## config.mk

```make
export PLATFORM = sky130hd
export DESIGN_NAME = serial_msg_rx
export DESIGN_NICKNAME = d
export VERILOG_FILES = /design/src/rtl/serial_msg_pkg.sv /design/src/rtl/serial_msg_rx_tick.sv /design/src/rtl/serial_msg_rx.sv
export SDC_FILE = /design/constraint.sdc
export NUM_CORES = 1
export LEC_CHECK = 0
export CAP_MARGIN = 20
export CORE_MARGIN = 5
export CORE_UTILIZATION = 40
export CTS_CLUSTER_SIZE = 16
export DETAILED_ROUTE_END_ITERATION = 10
export GPL_TIMING_DRIVEN = 1
export SLEW_MARGIN = 10
export SYNTH_ARGS = -nofsm -noshare
export SYNTH_HDL_FRONTEND = slang
export SYNTH_SLANG_ARGS = --single-unit
```

## constraint.sdc

```tcl
create_clock -name clk -period 2.59 [get_ports clk]
set_clock_uncertainty 0.2 [all_clocks]
set_input_delay 0.6475 -clock clk [delete_from_list [all_inputs] [get_ports clk]]
set_output_delay 0.6475 -clock clk [all_outputs]
set_load 0.02 [all_outputs]
```

## src/rtl/serial_msg_pkg.sv

```systemverilog
// Shared constants for the 1-bit serial message link (transmitter and receiver).
// Line levels, default message width and the receiver/transmitter state encoding.
package serial_msg_pkg;

   localparam int   MSG_W_DEF = 10;
   localparam logic START_BIT = 1'b1;
   localparam logic STOP_BIT  = 1'b0;
   localparam logic IDLE_LVL  = 1'b0;

   typedef enum logic [2:0] {
      IDLE   = 3'd0,
      START  = 3'd1,
      DATA   = 3'd2,
      PARITY = 3'd3,
      STOP   = 3'd4
   } state_t;

endpackage

```

## src/rtl/serial_msg_rx_tick.sv

```systemverilog
// bit_tick_gen: per-bit sampling strobe for serial_msg_rx.
// Fast mode ticks every clock; slow mode ticks once every BIT_DIV clocks, with load presetting half a bit.
module bit_tick_gen #(
   parameter int BIT_DIV = 8
) (
   input  logic clk,
   input  logic rst,
   input  logic mode_q,
   input  logic load,
   output logic tick
);

   localparam int CW = $clog2(BIT_DIV);
   localparam logic [CW-1:0] HALF = CW'(BIT_DIV / 2 - 1);
   localparam logic [CW-1:0] FULL = CW'(BIT_DIV - 1);

   logic [CW-1:0] cnt;

   // Held at the half-bit preset while idle, so the first tick after a start lands mid start bit.
   // The natural wrap to FULL then places every later tick in the middle of its bit.
   always_ff @(posedge clk or posedge rst) begin
      if (rst)
         cnt <= '0;
      else if (load)
         cnt <= HALF;
      else if (cnt == '0)
         cnt <= FULL;
      else
         cnt <= cnt - 1'b1;
   end

   assign tick = mode_q ? (cnt == '0) : 1'b1;

endmodule

```

## src/rtl/serial_msg_rx.sv

```systemverilog
// serial_msg_rx: deserialises start/data/[parity]/stop frames from the serial link into a message.
// Optional parity bit (even parity over the data bits) enabled by defining SERIAL_MSG_RX_PARITY_EN.
module serial_msg_rx
   import serial_msg_pkg::*;
#(
   parameter int MSG_W   = MSG_W_DEF,
   parameter int BIT_DIV = 8
) (
   input  logic             clk,
   input  logic             rst,
   input  logic             sin,
   input  logic             mode,
   output logic [MSG_W-1:0] data_out,
   output logic             valid,
   output logic             busy,
   output logic             frame_err,
   output logic             parity_err
);

   localparam int CW = $clog2(MSG_W);
   localparam logic [CW-1:0] LAST_BIT = CW'(MSG_W - 1);

   state_t           state;
   logic             mode_q;
   logic             tick;
   logic [CW-1:0]    bit_cnt;
   logic [MSG_W-1:0] shift;
`ifdef SERIAL_MSG_RX_PARITY_EN
   logic             par_acc;
   logic             par_bad;
`else
   assign parity_err = 1'b0;
`endif

   bit_tick_gen #(.BIT_DIV(BIT_DIV)) u_tick (
      .clk    (clk),
      .rst    (rst),
      .mode_q (mode_q),
      .load   (state == IDLE),
      .tick   (tick)
   );

   assign busy = (state != IDLE);

   always_ff @(posedge clk or posedge rst) begin
      if (rst) begin
         state     <= IDLE;
         mode_q    <= 1'b0;
         bit_cnt   <= '0;
         shift     <= '0;
         data_out  <= '0;
         valid     <= 1'b0;
         frame_err <= 1'b0;
`ifdef SERIAL_MSG_RX_PARITY_EN
         par_acc    <= 1'b0;
         par_bad    <= 1'b0;
         parity_err <= 1'b0;
`endif
      end else begin
         valid     <= 1'b0;
         frame_err <= 1'b0;
`ifdef SERIAL_MSG_RX_PARITY_EN
         parity_err <= 1'b0;
`endif
         case (state)
            IDLE: begin
               if (sin == START_BIT) begin
                  mode_q  <= mode;
                  bit_cnt <= '0;
                  shift   <= '0;
`ifdef SERIAL_MSG_RX_PARITY_EN
                  par_acc <= 1'b0;
                  par_bad <= 1'b0;
`endif
                  state   <= mode ? START : DATA;
               end
            end
            // Slow mode only: a start bit that is gone by mid-bit is treated as line noise.
            START: begin
               if (tick)
                  state <= (sin == START_BIT) ? DATA : IDLE;
            end
            DATA: begin
               if (tick) begin
                  shift <= {shift[MSG_W-2:0], sin};
`ifdef SERIAL_MSG_RX_PARITY_EN
                  par_acc <= par_acc ^ sin;
`endif
                  if (bit_cnt == LAST_BIT) begin
`ifdef SERIAL_MSG_RX_PARITY_EN
                     state <= PARITY;
`else
                     state <= STOP;
`endif
                  end else begin
                     bit_cnt <= bit_cnt + 1'b1;
                  end
               end
            end
`ifdef SERIAL_MSG_RX_PARITY_EN
            PARITY: begin
               if (tick) begin
                  par_bad <= par_acc ^ sin;
                  state   <= STOP;
               end
            end
`endif
            // A bad stop bit outranks a parity mismatch; only one pulse per frame.
            STOP: begin
               if (tick) begin
                  state <= IDLE;
                  if (sin != STOP_BIT) begin
                     frame_err <= 1'b1;
                  end
`ifdef SERIAL_MSG_RX_PARITY_EN
                  else if (par_bad) begin
                     parity_err <= 1'b1;
                  end
`endif
                  else begin
                     data_out <= shift;
                     valid    <= 1'b1;
                  end
               end
            end
            default: state <= IDLE;
         endcase
      end
   end

endmodule

```

==> results of run 1 <==
==> logic make-up (layout without fill, tap and decap cells) <==
kind of cell | count (synthesis) | count (layout) | synth area share
simple gates | 28 | 28 | 0.106
buf+inv | 13 | 39 | 0.0484
mux | 12 | 12 | 0.0885
fa+ha+maj | 4 | 4 | 0.0334
other cells | 1 | 1 | 0.00250
compound gates | 30 | 30 | 0.170
flops | 33 | 33 | 0.551
==> sequential cells by signal (all words and copies together), names as in the netlist <==
register and count:
valid 1, mode_q 1, shift 10, u_tick.cnt 3, data_out 10, state 3
frame_err 1, bit_cnt 4
==> cell type report <==
type / instances / area, µm²
multi-input combinational: 75 / 601
clock buffer: 6 / 72.6
sequential: 33 / 826
tap: 48 / 60.1
fill: 349 / 1820
inverter: 8 / 30.0
timing repair buffer: 23 / 213
clock inverter: 2 / 10.0
==> cell usage in the layout (no fill, tap or decap), types with 2 or more instances in the layout <==
master / n
o21ai_0: 2
buf_4: 7
a21oi_1: 7
mux2i_1: 2
clkbuf_8: 5
a22o_2: 9
ha_1: 4
mux2_2: 10
dfrtp_1: 33
clkinv_2: 2
nor3_1: 4
clkdlybuf4s50_1: 16
inv_1: 7
a211o_1: 2
nand3_1: 2
nand2_1: 8
nor2_1: 5
==> worst max-delay path: cells and delay by family, from the launching register on <==
kind | cells | cell delay [ns]
flops | 1 | 0.46
buf+inv | 2 | 0.62
simple gates | 1 | 0.30
==> path summary, 6_finish.rpt <==
path                                      end  cells past startpoint
worst max register to register       shift[0]                      7
worst max-delay path                     busy                      3
worst min-delay path            u_tick.cnt[0]                      1
min in group asynchronous         data_out[4]                      3
worst min register to register  u_tick.cnt[0]                      1
max in group asynchronous            state[1]                      3
==> routing by layer <==
| layer | part of all wire | global-route usage |
|---|---|---|
| met4 | 0.012 | 0.0626 |
| met2 | 0.52 | 0.211 |
| met1 | 0.42 | 0.143 |
| met5 | 0 | 0 |
| met3 | 0.044 | 0.0351 |
==> stage by stage <==
stage	hold WS [ns]	setup WS [ns]	total power, mW	utilization
after floorplan	0.206	0.699	1.30	-
after global routing	0.259	0.00953	2.02	0.499
after global placement	0.216	0.168	1.50	0.476
final	0.232	0.0928	1.87	0.499
after CTS	0.237	0.0645	1.90	0.499
after detailed placement	0.229	0.135	1.53	0.476
==> power breakdown <==
| part | leakage, nW | internal (mW) | switching, mW |
|---|---|---|---|
| Clock | 0.0450 | 0.186 | 0.167 |
| Combinational | 0.374 | 0.349 | 0.376 |
| Sequential | 0.439 | 0.664 | 0.131 |
| Total | 0.859 | 1.20 | 0.674 |
==> impl_results.md, run 1 <==
* Outcome: complete, no violations
* Top_reg_cell synth: dfrtp_1
* Peak supply drop at 0.415 mV
* Area of the die at 5070 µm²
* CTS Hold Bufs at 0
* Top cell type's share of synthesized area at 0.551
* I/O Pins at 18
* DRT antenna net count at 0
* Top-count cell post-synth: dfrtp_1
* Syn Nets at 129
* First-pass GRT wire length at 4910 µm
* Critical Path RT at 1.74 ns
* Width of the die at 71.2 µm
* Setup TNS at 0 ns
* P_leak at 0.859 nW
* Reg-to-reg setup timing slack at 0.50 ns
* Max Clk Rate at 400 MHz
* Hold wc startpoint: u_tick.cnt[0]
* Final WL at 2710 µm
* CP max stage delay at 0.54 ns
* Final nets at 154
* Tmin final at 2.50 ns
* Num CTS Buffers at 5
* Initial antenna violation count at 0
* Routability Congestion at 0.821
* CTS tree: done
* Synthesis Warnings at 0
* Largest cells by area after synthesis: dfrtp_1 55%, mux2_2 7.5%, a22o_2 6.0%
* Clock Path Buffers at 2
* Number of global-route vias before repair at 1061
* Critical path capture point type: output port
* Mapped Avg Cell Area at 12.4 µm²
* Gate Count Post-Synth at 121
* Period utilization at 0.964
* Post-CTS setup buffer count at 0
* Rows at 22
* DRT iter0 DRCs at 33
* PostCTS Resize Cnt at 0
* Drt drc at 0
* Synthesized cell area at 1500 µm²
* Vias at 1035
* DP Cell Count at 187
* Register area share after synthesis at 0.551
* Area leader, netlist: dfrtp_1
* FF+latch count, synth at 33
* Final HPWL DP at 1940 µm
* GRT Residual Overflow at 0
* WL/cell at 13.9 µm
* Clk pin slew, worst setup/hold paths at 0.06 ns
* Crit path from: state[1]
* Initial core utilization at 0.413
* Worst Hold Class: reg2reg
* Initial DRT Pass Iterations at 4
* Vias per std cell at 5.31
* Slowest cell on crit path: clkdlybuf4s50_1
* Final Cell Area at 1810 µm²
* RSZ-0062 raised after global routing: false
* PortBufs at 16
* Critical-path maximum fanout at 7
* Share of cells above drive strength 1 at 0.279
* R2R Path Start: u_tick.cnt[0]
* Asr flop ratio synth at 1.00
* Core ar. at 3630 µm²
* TritonCTS Sinks at 33
* DP Area at 1730 µm²
* Chip height at 71.2 µm
* Startpoint types: flip-flop
* Max-Cap Viols at 0
* Area grow syn2layout at 20.9%
* Top post-synthesis cells by count: 33 x dfrtp_1, 10 x mux2_2, 9 x a22o_2, 8 x nand2_1
* Largest net degree at the start of global routing at 34
* Fin. Hold Viols at 0
* Number of flops mapped to enable cells by yosys at 0
* H-tree depth at 2
* Critical path arrival at 1.65 ns
* Pins Over Slew Limit at 0
* Crit path cell chain: nor3_1 -> inv_1 -> clkdlybuf4s50_1
* Root Buffer: clkbuf_8
* GRT Total Usage at 0.124
* Non-Filler Instances at 195
* # setup viols final at 0
* Kind of critical path: reg2out
* Pwr/cell area at 1030 nW/µm²
* N_diodes at 0
* Unique cell type count in the Yosys netlist at 37
* Clk Latency, worst-skew pair at 0.27 ns
No activity file was read; power rests on OpenSTA's default activity.
==> inputs of run 2 (changes only) <==
--- a/config.mk
+++ b/config.mk
@@ -8,7 +8,7 @@
 export CAP_MARGIN = 20
 export CORE_MARGIN = 5
 export CORE_UTILIZATION = 40
-export CTS_CLUSTER_SIZE = 16
+export CTS_CLUSTER_SIZE = 14
 export DETAILED_ROUTE_END_ITERATION = 10
 export GPL_TIMING_DRIVEN = 1
 export SLEW_MARGIN = 10
==> results of run 2 <==
The final DEF is identical to that of run 1; final timing and power are the same.
==> inputs of run 3 (changes only) <==
--- a/config.mk
+++ b/config.mk
@@ -8,6 +8,7 @@
 export CAP_MARGIN = 20
 export CORE_MARGIN = 5
 export CORE_UTILIZATION = 40
+export CTS_CLUSTER_DIAMETER = 50
 export CTS_CLUSTER_SIZE = 14
 export DETAILED_ROUTE_END_ITERATION = 10
 export GPL_TIMING_DRIVEN = 1
==> results of run 3 <==
The final DEF is identical to that of run 1; final timing and power are the same.
